--- config.mk ---
export PLATFORM = sky130hd
export DESIGN_NAME = seq_det_sched
export DESIGN_NICKNAME = d
export VERILOG_FILES = /design/src/rtl/seq_det_sched.sv
export SDC_FILE = /design/constraint.sdc
export NUM_CORES = 1
export LEC_CHECK = 0
export CORE_MARGIN = 1.5
export CORE_UTILIZATION = 45
export CTS_CLUSTER_DIAMETER = 200
export CTS_CLUSTER_SIZE = 28
export DETAILED_ROUTE_END_ITERATION = 7
export PLACE_DENSITY = 0.77
export SYNTH_ARGS = -nofsm -noshare
export SYNTH_HDL_FRONTEND = slang
export SYNTH_SLANG_ARGS = --single-unit
export TNS_END_PERCENT = 10
--- constraint.sdc ---
create_clock -name clk -period 3.6 [get_ports clk]
set_clock_uncertainty 0.2 [all_clocks]
set_input_delay 0.54 -clock clk [delete_from_list [all_inputs] [get_ports clk]]
set_output_delay 0.54 -clock clk [all_outputs]
set_load 0.02 [all_outputs]
--- src/rtl/seq_det_sched.sv ---
`default_nettype none
// ============================================================================
// seq_det_sched : round-robin scheduler sharing one serial "0110" Mealy
//                 detector between NREQ parallel requesters.
// Optional feature macro: SEQ_DET_IRQ_EN (adds irq_clr / sticky irq).
// Revision      : 1.0
// ============================================================================
module seq_det_sched #(
    parameter int NREQ  = 4,
    parameter int W     = 8,
    parameter int CNT_W = 4
) (
    input  logic                    clk,
    input  logic                    clr,
    input  logic [NREQ-1:0]         req,
    input  logic [NREQ*W-1:0]       data,
    output logic [NREQ-1:0]         ack,
    output logic                    busy,
    output logic                    done,
    output logic [$clog2(NREQ)-1:0] done_id,
    output logic [CNT_W-1:0]        match_cnt,
    output logic                    z_mon
`ifdef SEQ_DET_IRQ_EN
    ,
    input  logic                    irq_clr,
    output logic                    irq
`endif
);
    localparam int ID_W  = $clog2(NREQ);
    localparam int BIT_W = $clog2(W);

    typedef enum logic [1:0] {
        ST_IDLE   = 2'd0,
        ST_LOAD   = 2'd1,
        ST_SHIFT  = 2'd2,
        ST_REPORT = 2'd3
    } state_t;

    typedef enum logic [1:0] {
        D0 = 2'd0,
        D1 = 2'd1,
        D2 = 2'd2,
        D3 = 2'd3
    } det_t;

    state_t           r_state, w_state_next;
    det_t             r_det, w_det_next;
    logic [ID_W-1:0]  r_g, r_last, r_done_id, w_grant;
    logic [W-1:0]     r_shift, w_word;
    logic [BIT_W-1:0] r_bitcnt;
    logic [CNT_W-1:0] r_frame_cnt, r_match_cnt, w_cnt_next;
    logic [NREQ-1:0]  w_onehot, w_req_rot;
    logic [ID_W:0]    w_sum;
    logic             w_found, w_req_g, w_x, w_z, w_last_bit;

    // Rotate requests so bit 0 is the requester right after the last grant.
    always_comb begin
        w_req_rot = NREQ'({req, req} >> ({1'b0, r_last} + (ID_W+1)'(1)));
        w_found   = 1'b0;
        w_sum     = '0;
        for (int k = 0; k < NREQ; k++) begin
            if (!w_found && w_req_rot[k]) begin
                w_found = 1'b1;
                w_sum   = {1'b0, r_last} + (ID_W+1)'(k + 1);
            end
        end
        if (w_sum >= (ID_W+1)'(NREQ)) begin
            w_sum = w_sum - (ID_W+1)'(NREQ);
        end
        w_grant = w_sum[ID_W-1:0];
    end

    always_comb begin
        w_word = '0;
        for (int i = 0; i < NREQ; i++) begin
            if (r_g == ID_W'(i)) begin
                w_word = data[i*W +: W];
            end
        end
    end

    assign w_onehot   = NREQ'(1) << r_g;
    assign w_req_g    = |(req & w_onehot);
    assign w_x        = r_shift[W-1];
    assign w_last_bit = (r_bitcnt == BIT_W'(W-1));
    assign w_cnt_next = (w_z && (r_frame_cnt != '1)) ? r_frame_cnt + CNT_W'(1) : r_frame_cnt;

    always_ff @(posedge clk) begin
        if (clr) begin
            r_state <= ST_IDLE;
            r_det   <= D0;
        end else begin
            r_state <= w_state_next;
            r_det   <= w_det_next;
        end
    end

    always_comb begin
        w_state_next = r_state;
        w_det_next   = r_det;
        w_z          = 1'b0;
        ack          = '0;
        case (r_state)
            ST_IDLE: begin
                if (w_found) w_state_next = ST_LOAD;
            end
            ST_LOAD: begin
                if (w_req_g) begin
                    ack          = w_onehot;
                    w_det_next   = D0;
                    w_state_next = ST_SHIFT;
                end else begin
                    w_state_next = ST_IDLE;
                end
            end
            ST_SHIFT: begin
                case (r_det)
                    D0: w_det_next = w_x ? D0 : D1;
                    D1: w_det_next = w_x ? D2 : D1;
                    D2: w_det_next = w_x ? D3 : D1;
                    D3: begin
                        w_det_next = w_x ? D0 : D1;
                        w_z        = !w_x;
                    end
                endcase
                if (w_last_bit) w_state_next = ST_REPORT;
            end
            ST_REPORT: w_state_next = ST_IDLE;
            default:   w_state_next = ST_IDLE;
        endcase
    end

    always_ff @(posedge clk) begin
        if (clr) begin
            r_g         <= '0;
            r_last      <= ID_W'(NREQ-1);
            r_shift     <= '0;
            r_bitcnt    <= '0;
            r_frame_cnt <= '0;
            r_done_id   <= '0;
            r_match_cnt <= '0;
        end else begin
            case (r_state)
                ST_IDLE: begin
                    if (w_found) r_g <= w_grant;
                end
                ST_LOAD: begin
                    if (w_req_g) begin
                        r_shift     <= w_word;
                        r_bitcnt    <= '0;
                        r_frame_cnt <= '0;
                        r_last      <= r_g;
                    end
                end
                ST_SHIFT: begin
                    r_shift     <= {r_shift[W-2:0], 1'b0};
                    r_bitcnt    <= r_bitcnt + BIT_W'(1);
                    r_frame_cnt <= w_cnt_next;
                    // Result registers update on the last bit so REPORT sees the final count.
                    if (w_last_bit) begin
                        r_match_cnt <= w_cnt_next;
                        r_done_id   <= r_g;
                    end
                end
                default: ;
            endcase
        end
    end

    assign busy      = (r_state != ST_IDLE);
    assign done      = (r_state == ST_REPORT);
    assign done_id   = r_done_id;
    assign match_cnt = r_match_cnt;
    assign z_mon     = w_z;

`ifdef SEQ_DET_IRQ_EN
    logic r_irq;

    // Set has priority over irq_clr; clr clears unconditionally.
    always_ff @(posedge clk) begin
        if (clr) begin
            r_irq <= 1'b0;
        end else if (done && (r_match_cnt != '0)) begin
            r_irq <= 1'b1;
        end else if (irq_clr) begin
            r_irq <= 1'b0;
        end
    end

    assign irq = r_irq;
`endif

endmodule
`default_nettype wire

==> results of run 1 <==
## metrics by stage
step | instance area [µm²] | util [%] | power (µW)
finish | 2320 | 63.0 | 824
global route | 2320 | 63.0 | 868
CTS | 2320 | 63.0 | 828
detailed placement | 2240 | 60.9 | 579
global placement | 2240 | 60.9 | 575
floorplan | 1740 | - | 508
## cell families (layout without fill, tap and decap cells)
group | after synthesis | after routing
XOR/XNOR | 1 | 1
adder cells (fa/ha/maj) | 6 | 6
AO/OA/AOI/OAI | 41 | 41
multiplexers | 12 | 12
flip-flops | 29 | 29
buffers and inverters | 16 | 64
AND/OR/NAND/NOR | 85 | 85
## layout make-up
type,count,area (µm²)
sequential,29,581
tap,48,60.1
fill,330,1360
timing repair buffer,53,523
clock buffer,8,80.1
multi-input combinational,145,1070
inverter,3,11.3
## registers in the layout (all words and copies together) (netlist names), named ones only
name and flops:
r_det 2, r_bitcnt 3, r_shift 8, r_frame_cnt 4, r_state 1, match_cnt 4
r_g 2, done_id 2, r_last 2
## final timing paths
| path | cells past startpoint | endpoint | start |
|---|---|---|---|
| min reg2reg | 2 | done_id[0] | done_id[0] |
| min | 2 | done_id[0] | done_id[0] |
| max reg2reg | 4 | r_frame_cnt[0] | r_g[0] |
| max | 4 | ack[1] | r_g[0] |
## power groups by stage
stage                     Combinational [µW]  Sequential (µW)  Clock [µW]
after global routing                     219              375         274
final                                    199              370         255
after detailed placement                 201              377           0
after global placement                   198              377           0
after floorplan                          145              363           0
after CTS                                201              371         256
## critical path, delay by kind of cell (launching register included)
kind                   cells  cell delay (ps)
buffers and inverters      1              610
flip-flops                 1              720
AND/OR/NAND/NOR            3              620
## cell usage after synthesis (2+ instances only)
| cell | instances | area (µm²) |
|---|---|---|
| nand4b_1 | 2 | 17.5 |
| nand3_1 | 9 | 45.0 |
| a31oi_1 | 2 | 12.5 |
| inv_1 | 3 | 11.3 |
| a311oi_1 | 7 | 61.3 |
| nor2_1 | 14 | 52.6 |
| nand2b_1 | 8 | 50.1 |
| a311oi_2 | 2 | 30.0 |
| mux2i_1 | 2 | 20.0 |
| mux4_1 | 2 | 52.6 |
| o31ai_1 | 5 | 37.5 |
| a21oi_1 | 15 | 75.1 |
| nor2_2 | 2 | 12.5 |
| nor2b_1 | 3 | 18.8 |
| nand3b_1 | 3 | 22.5 |
| buf_6 | 3 | 33.8 |
| mux4_2 | 6 | 135 |
| nand2_1 | 31 | 116 |
| clkbuf_1 | 7 | 26.3 |
| buf_2 | 3 | 15.0 |
| dfxtp_1 | 29 | 581 |
| nor3_1 | 2 | 10.0 |
| and2_1 | 4 | 25.0 |
| o21bai_1 | 3 | 22.5 |
| ha_1 | 6 | 75.1 |
## routing by layer
| metal | wire length, µm | track usage (%) |
|---|---|---|
| met4 | 59 | 7.81 |
| met1 | 1710 | 24.5 |
| met3 | 167 | 4.79 |
| met2 | 1780 | 33.9 |
| met5 | 0 | 0 |
==> metrics, run 1 <==
drt pass-1 iters=4; CP max stage delay=approximately 700 ps; initial DRC count=90; Critical Path Source Type=register; DR vias=about 1500; Psw=between 200 and 250 µW; Reg clk slew, reported paths=roughly 60 ps; outcome=finished, final reports clean; Combinational Power Share=between 20% and 30%; Synth Area in Compound Gates=roughly 18%; Final Non-Filler Cells=286; gp weighted congestion=between 0.7 and 0.8; num rows=22; Tmin final=between 2000 and 3000 ps; Final Setup Violations=0; signal arrival time at the worst endpoint=between 2000 and 2500 ps; Syn Area/Cell=between 9 and 10 µm²; Simple-Gate Fraction of Synth Area=approximately a quarter; main combinational cell family by area after synthesis=simple AND/OR/NAND/NOR gates; Setup WS pre-CTS=roughly 650 ps; Setup TNS=0 ps; Routed Antenna Nets=0; Post-Syn Nets=between 200 and 250; max cap viols=0; share of post-route cells with drive strength above 1=approximately a tenth; Post-synth EDFFs=0; Area Overhead vs Synth=33.9%; Post-Synth Adder-Cell Area=4.32%; Max IR drop VDD=around 0.16 mV; Lkg Pwr=roughly 0.00083 µW; chip height=roughly 65 µm; Post-CTS Resized=0; slew at the pin with the worst max-slew slack=roughly 700 ps; Fmax=between 300 and 400 MHz; initial antenna violation count=0; WHS=259 ps; RSZ-0062 raised after global routing=no; CTS tree=done; largest net degree at the start of global routing=27; CP max-delay cell=dfxtp_1; # IOs=51; CP Data Required Time=2860 ps; Seq cells post-synth=29; Max clock buf depth=2; Clock Latency Late Sink=around 280 ps; DRC viols=0; CORE AREA=3690 µm²; Critical Path Sink Type=output pin; Hold-fix buffers, CTS=0; post-synthesis mux area share=14.1%; Netlist Area Pre-Place=between 1500 and 2000 µm²; commonest non-fill, non-tap cells in the layout=clkdlybuf4s50_1, nand2_1, dfxtp_1, a21oi_1, nor2_1; Post-synth top flop=dfxtp_1; TritonCTS Buffers=5; asr flop ratio synth=0%; I/O Buffers=50; DR vias/cell=5.41; Slew HR=53.6%; part of the cycle the worst path needs=between 80% and 90%; leading cell type in the layout, fill and taps excluded=clkdlybuf4s50_1; Clock Power Share=30.9%; vias in the first global route=around 1500; first-pass GRT wire length=approximately 6500 µm; Sequential Power Share=around 45%; Crit Path Category=register to output pin; GRT Residual Overflow=0; Initial Util=~47%; switching power share of the total=between 20% and 30%; Final Hold Viols=0; Pwr Density=between 300 and 400 nW/µm²; DR WL/cell=about 13 µm; critical path peak fanout=12; DIE AREA=roughly 4200 µm²; antenna cells=0; Tot GR Track Use=20.0%; yosys warns=0; Root Buffer=clkbuf_8; Final #Nets=281; HPWL Detailed=2730 µm; H-tree levels=2; register area share after synthesis=between 30% and 40%; clock sink count=29; XOR/XNOR share of the synthesized area=less than 1%; DRT Wirelength=~3700 µm; worst-path cell chain=and3b_2 > and2_1 > nor2b_1 > clkdlybuf4s50_1; Post-Syn Instances=190; Post-CTS Setup Bufs=0; Hold Path Class=register to register; number of distinct library cells after synthesis=42; DP Cell Count=around 280; Reg2Reg Setup Slack=around 1400 ps; PnR worst setup slack=~620 ps; P_int=a little under 600 µW; chip width=65.1 µm; Slew Viols, Final=0
Power figures use the tool's default switching activity.
==> run 2, diff against run 1 <==
- clock period: 3.6 -> 3.1 ns (I/O delays scaled with it)
==> metrics, run 2 (synthesis gave the netlist of run 1 again) <==
Post-CTS Setup Bufs=0 (unchanged); worst-path cell chain=clkdlybuf4s50_1 > mux2_4 > and2_1 > nor2b_1 > clkdlybuf4s50_1; Hold-fix buffers, CTS=0 (unchanged); P_int=795 µW (+34%); Area Overhead vs Synth=36.4%; Tot GR Track Use=19.8% (-0.19 points); Biggest register=r_shift; RSZ-0062 raised after global routing=no; Lkg Pwr=0.000850 µW (+2.9%); Reg clk slew, reported paths=60 ps (about the same); DR WL/cell=13.2 µm (+1.3%); initial DRC count=83 (-7.8%); H-tree levels=2 (unchanged); Psw=275 µW (+20%); clock sink count=29 (unchanged); critical path peak fanout=7 (-5); Slew Viols, Final=0 (unchanged); # IOs=51 (unchanged); DP Cell Count=279 (+0.36%); Routed Antenna Nets=0 (unchanged); HPWL Detailed=2720 µm (-0.35%); largest net degree at the start of global routing=27 (unchanged); signal arrival time at the worst endpoint=2140 ps (-100 ps); DIE AREA=4240 µm² (unchanged); CP max stage delay=600 ps (-120 ps); Clock Power Share=37.8% (+6.9 points); DR vias/cell=5.49 (+1.6%); Fmax=between 300 and 400 MHz; max FFs per register=8 (unchanged); drt pass-1 iters=4 (unchanged); Slew HR=40.4% (-13 points); initial antenna violation count=0 (unchanged); share of post-route cells with drive strength above 1=11.3% (+1.2 points); commonest non-fill, non-tap cells in the layout=clkdlybuf4s50_1, nand2_1, dfxtp_1, a21oi_1, nor2_1; Setup TNS=0 ps (unchanged); Root Buffer=clkbuf_8; overall power=1070 µW (+30%); DR vias=1576 (+1.9%); leading cell type in the layout, fill and taps excluded=clkdlybuf4s50_1; CORE AREA=3690 µm² (unchanged); Post-CTS Resized=0 (unchanged); Critical Path Source Type=primary input; Pwr Density=452 nW/µm² (+27%); Final Non-Filler Cells=287 (+0.35%); Hold Path Class=register to register; Layout Utilization=64.2% (+1.2 points); TritonCTS Buffers=5 (unchanged); switching power share of the total=25.7% (-2.2 points); Clock Latency Late Sink=280 ps (about the same); Max IR drop VDD=0.304 mV (+88%); Combinational Power Share=22.7% (-1.4 points); Critical Path Sink Type=output pin; Setup WS pre-CTS=295 ps (-358 ps); I/O Buffers=50 (unchanged); Max clock buf depth=2 (unchanged); Worst path most repeated cell=clkdlybuf4s50_1; Initial Util=47.1% (unchanged); PnR worst setup slack=294 ps (-328 ps); CTS tree=done; Crit Path Category=primary input to output pin; chip width=65.1 µm (unchanged); max cap viols=0 (unchanged); Buf/Inv on CP=2 (+1); chip height=65.1 µm (unchanged); Final #Nets=282 (+0.36%); DRT Wirelength=3780 µm (+1.7%); outcome=finished, final reports clean; CP max-delay cell=clkdlybuf4s50_1; Final Hold Viols=0 (unchanged); num rows=22 (unchanged); Final Setup Violations=0 (unchanged); fillcell total=345 (+4.5%); Sequential Power Share=39.5% (-5.5 points); slew at the pin with the worst max-slew slack=891 ps (+196 ps); CP Data Required Time=2430 ps (-430 ps); first-pass GRT wire length=6420 µm (-1.5%); vias in the first global route=1432 (-4.0%); antenna cells=0 (unchanged); CP delay by family, top=buffers and inverters; Tmin final=~2800 ps; gp weighted congestion=0.770 (+0.21%); part of the cycle the worst path needs=between 90% and 100%; DRC viols=0 (unchanged); GRT Residual Overflow=0 (unchanged)
run 2: cell types whose count changed in the layout (fill, tap and decap cells not counted):
cell       delta
buf_4         +1
clkbuf_1      -2
clkbuf_8      +1
bufinv_16     +1
run 2: power by group through the flow:
stage | Clock, µW | Sequential [µW] | Combinational, µW
floorplan | 0 | 421 | 168
global placement | 0 | 429 | 241
detailed placement | 0 | 430 | 245
CTS | 410 | 422 | 245
global route | 430 | 426 | 266
finish | 405 | 423 | 242
run 2: per-layer routing:
metal | vias to the layer above | wire length (µm) | global-route usage, %
met4 | 0 | 79 | 7.81
met2 | 50 | 1800 | 32.3
met5 | - | 0 | 0
met3 | 8 | 223 | 5.31
met1 | 728 | 1680 | 24.9
li1 | 790 | - | -
run 2: area by class of cell:
cell class / instances / area [µm²] / area share, %
clock buffer: 7 / 86.3 / 3.65
clock inverter: 1 / 30.0 / 1.27
inverter: 3 / 11.3 / 0.475
multi-input combinational: 145 / 1070 / 45.2
sequential: 29 / 581 / 24.5
tap: 48 / 60.1 / 2.54
timing repair buffer: 54 / 531 / 22.4
run 2: path summary, 6_finish.rpt:
path | to | start | depth (start not counted) | slack, ps
worst max register to register | r_shift[7] | r_g[1] | 4 | 920
worst min register to register | done_id[0] | done_id[0] | 2 | 260
worst min-delay path | done_id[0] | done_id[0] | 2 | 260
worst max-delay path | ack[1] | req[3] | 5 | 290
run 2: tightest hold or removal path: stages (launching register included):
cell and delay, ps:
dfxtp_1 310, nand2_1 50, a21oi_1 50
run 2: through the flow:
step	hold slack, ps	cell area, µm²
4_1_cts	262	2370
3_3_place_gp	250	2250
3_5_place_dp	253	2250
2_1_floorplan	248	1740
5_1_grt	292	2370
6_report	258	2370
==> variant (config.mk and constraints of run 1) <==
Add a define of `SEQ_DET_IRQ_EN`.
--- a/src/rtl/seq_det_sched.sv
+++ b/src/rtl/seq_det_sched.sv
@@ -5,6 +5,8 @@
 // Optional feature macro: SEQ_DET_IRQ_EN (adds irq_clr / sticky irq).
 // Revision      : 1.0
 // ============================================================================
+`define SEQ_DET_IRQ_EN
+
 module seq_det_sched #(
     parameter int NREQ  = 4,
     parameter int W     = 8,
Interface: changed (added irq and irq_clr); port bits go from 51 to 53. The function was not compared with the original's and may differ.
==> variant against run 1 <==
Sequential power up 8.4%. Clock power up 3%. Sequential cell count up 1. Total power up 7.4%. Cell area up 1.3%. Count of clock-buffer cells in the layout down 2. First-iteration DRC count up 6.7%. Sequential share of layout area up 0.53 points. Wire length up 1.3%. Setup slack worse by 74 ps. Combinational power up 11%. Critical path depth unchanged. Area after synthesis up 1.2%. Largest cell class unchanged. Largest power group unchanged. Highest routed layer unchanged.
==> variant: results (changes against run 1) <==
| Metric | Value |
|---|---|
| Post-synthesis register bit count | `30 (+3.4%)` |
| Maximum vdd ir drop | `0.1621 mV (+0.21%)` |
| Area of the multi-input gates | `0.001069 mm^2 (-0.12%)` |
| #MultiIn Comb | `143 (-1.4%)` |
| Reg area | `600.6 um^2 (+3.4%)` |
| IO Port Bufs | `52 (+4.0%)` |
| Post-synth top cells | `dfxtp_1, nand2_1, nor2_1` |
| # clk buffers | `6 (-2)` |
| Non-CTS inverters | `4 (+1)` |
| ClkCell Share | `3.507% (+0.062 points)` |
| CP peak stage delay | `740 ps (+20 ps)` |
| Vias in the first global route | `1507 (+1.0%)` |
| Tot GR Track Use | `20.01% (+0.051 points)` |
| Synth unique cells | `44 (+4.8%)` |
| Met3 WL | `328 um (+96%)` |
| DRT iter0 DRCs | `96 (+6.7%)` |
| Status | `complete, no violations` |
| Worst Path Arrival | `2310 ps (+70 ps)` |
| Crit-path max FO | `17 (+5)` |
| Clock power share | `29.7% (-1.2 points)` |
| R2R setup slack | `1120 ps (-250 ps)` |
| NonClk Buf Share | `22.42% (-0.074 points)` |
| Post-synth net total | `236 (+0.85%)` |
| First-pass GRT wire length | `6472 um (-0.63%)` |
| Metal2 WL | `1707 um (-4.3%)` |
## variant: metrics by stage
step                      power [W]  std cells  cell area (um^2)  setup WS (ps)
after floorplan           0.0005583        191              1758           1692
after global placement    0.0006257        278              2272          637.7
after detailed placement  0.0006295        278              2272          639.8
after CTS                 0.0008955        284              2355          513.1
after global routing      0.0009359        284              2355          328.3
final                     0.0008847        284              2355          548.6
## variant: kinds of logic after synthesis
| group | share of synthesized area, % |
|---|---|
| AND/OR/NAND/NOR | 23.20 |
| XOR/XNOR | 0.4983 |
| flip-flops | 34.16 |
| AO/OA/AOI/OAI | 18.22 |
| multiplexers | 14.59 |
| adder cells (fa/ha/maj) | 4.270 |
| buffers and inverters | 5.053 |
## variant: layer usage
metal,vias to the layer above,track usage [%]
met3,12,6.336
li1,788,-
met1,725,23.37
met5,-,0
met2,80,33.04
met4,0,9.896
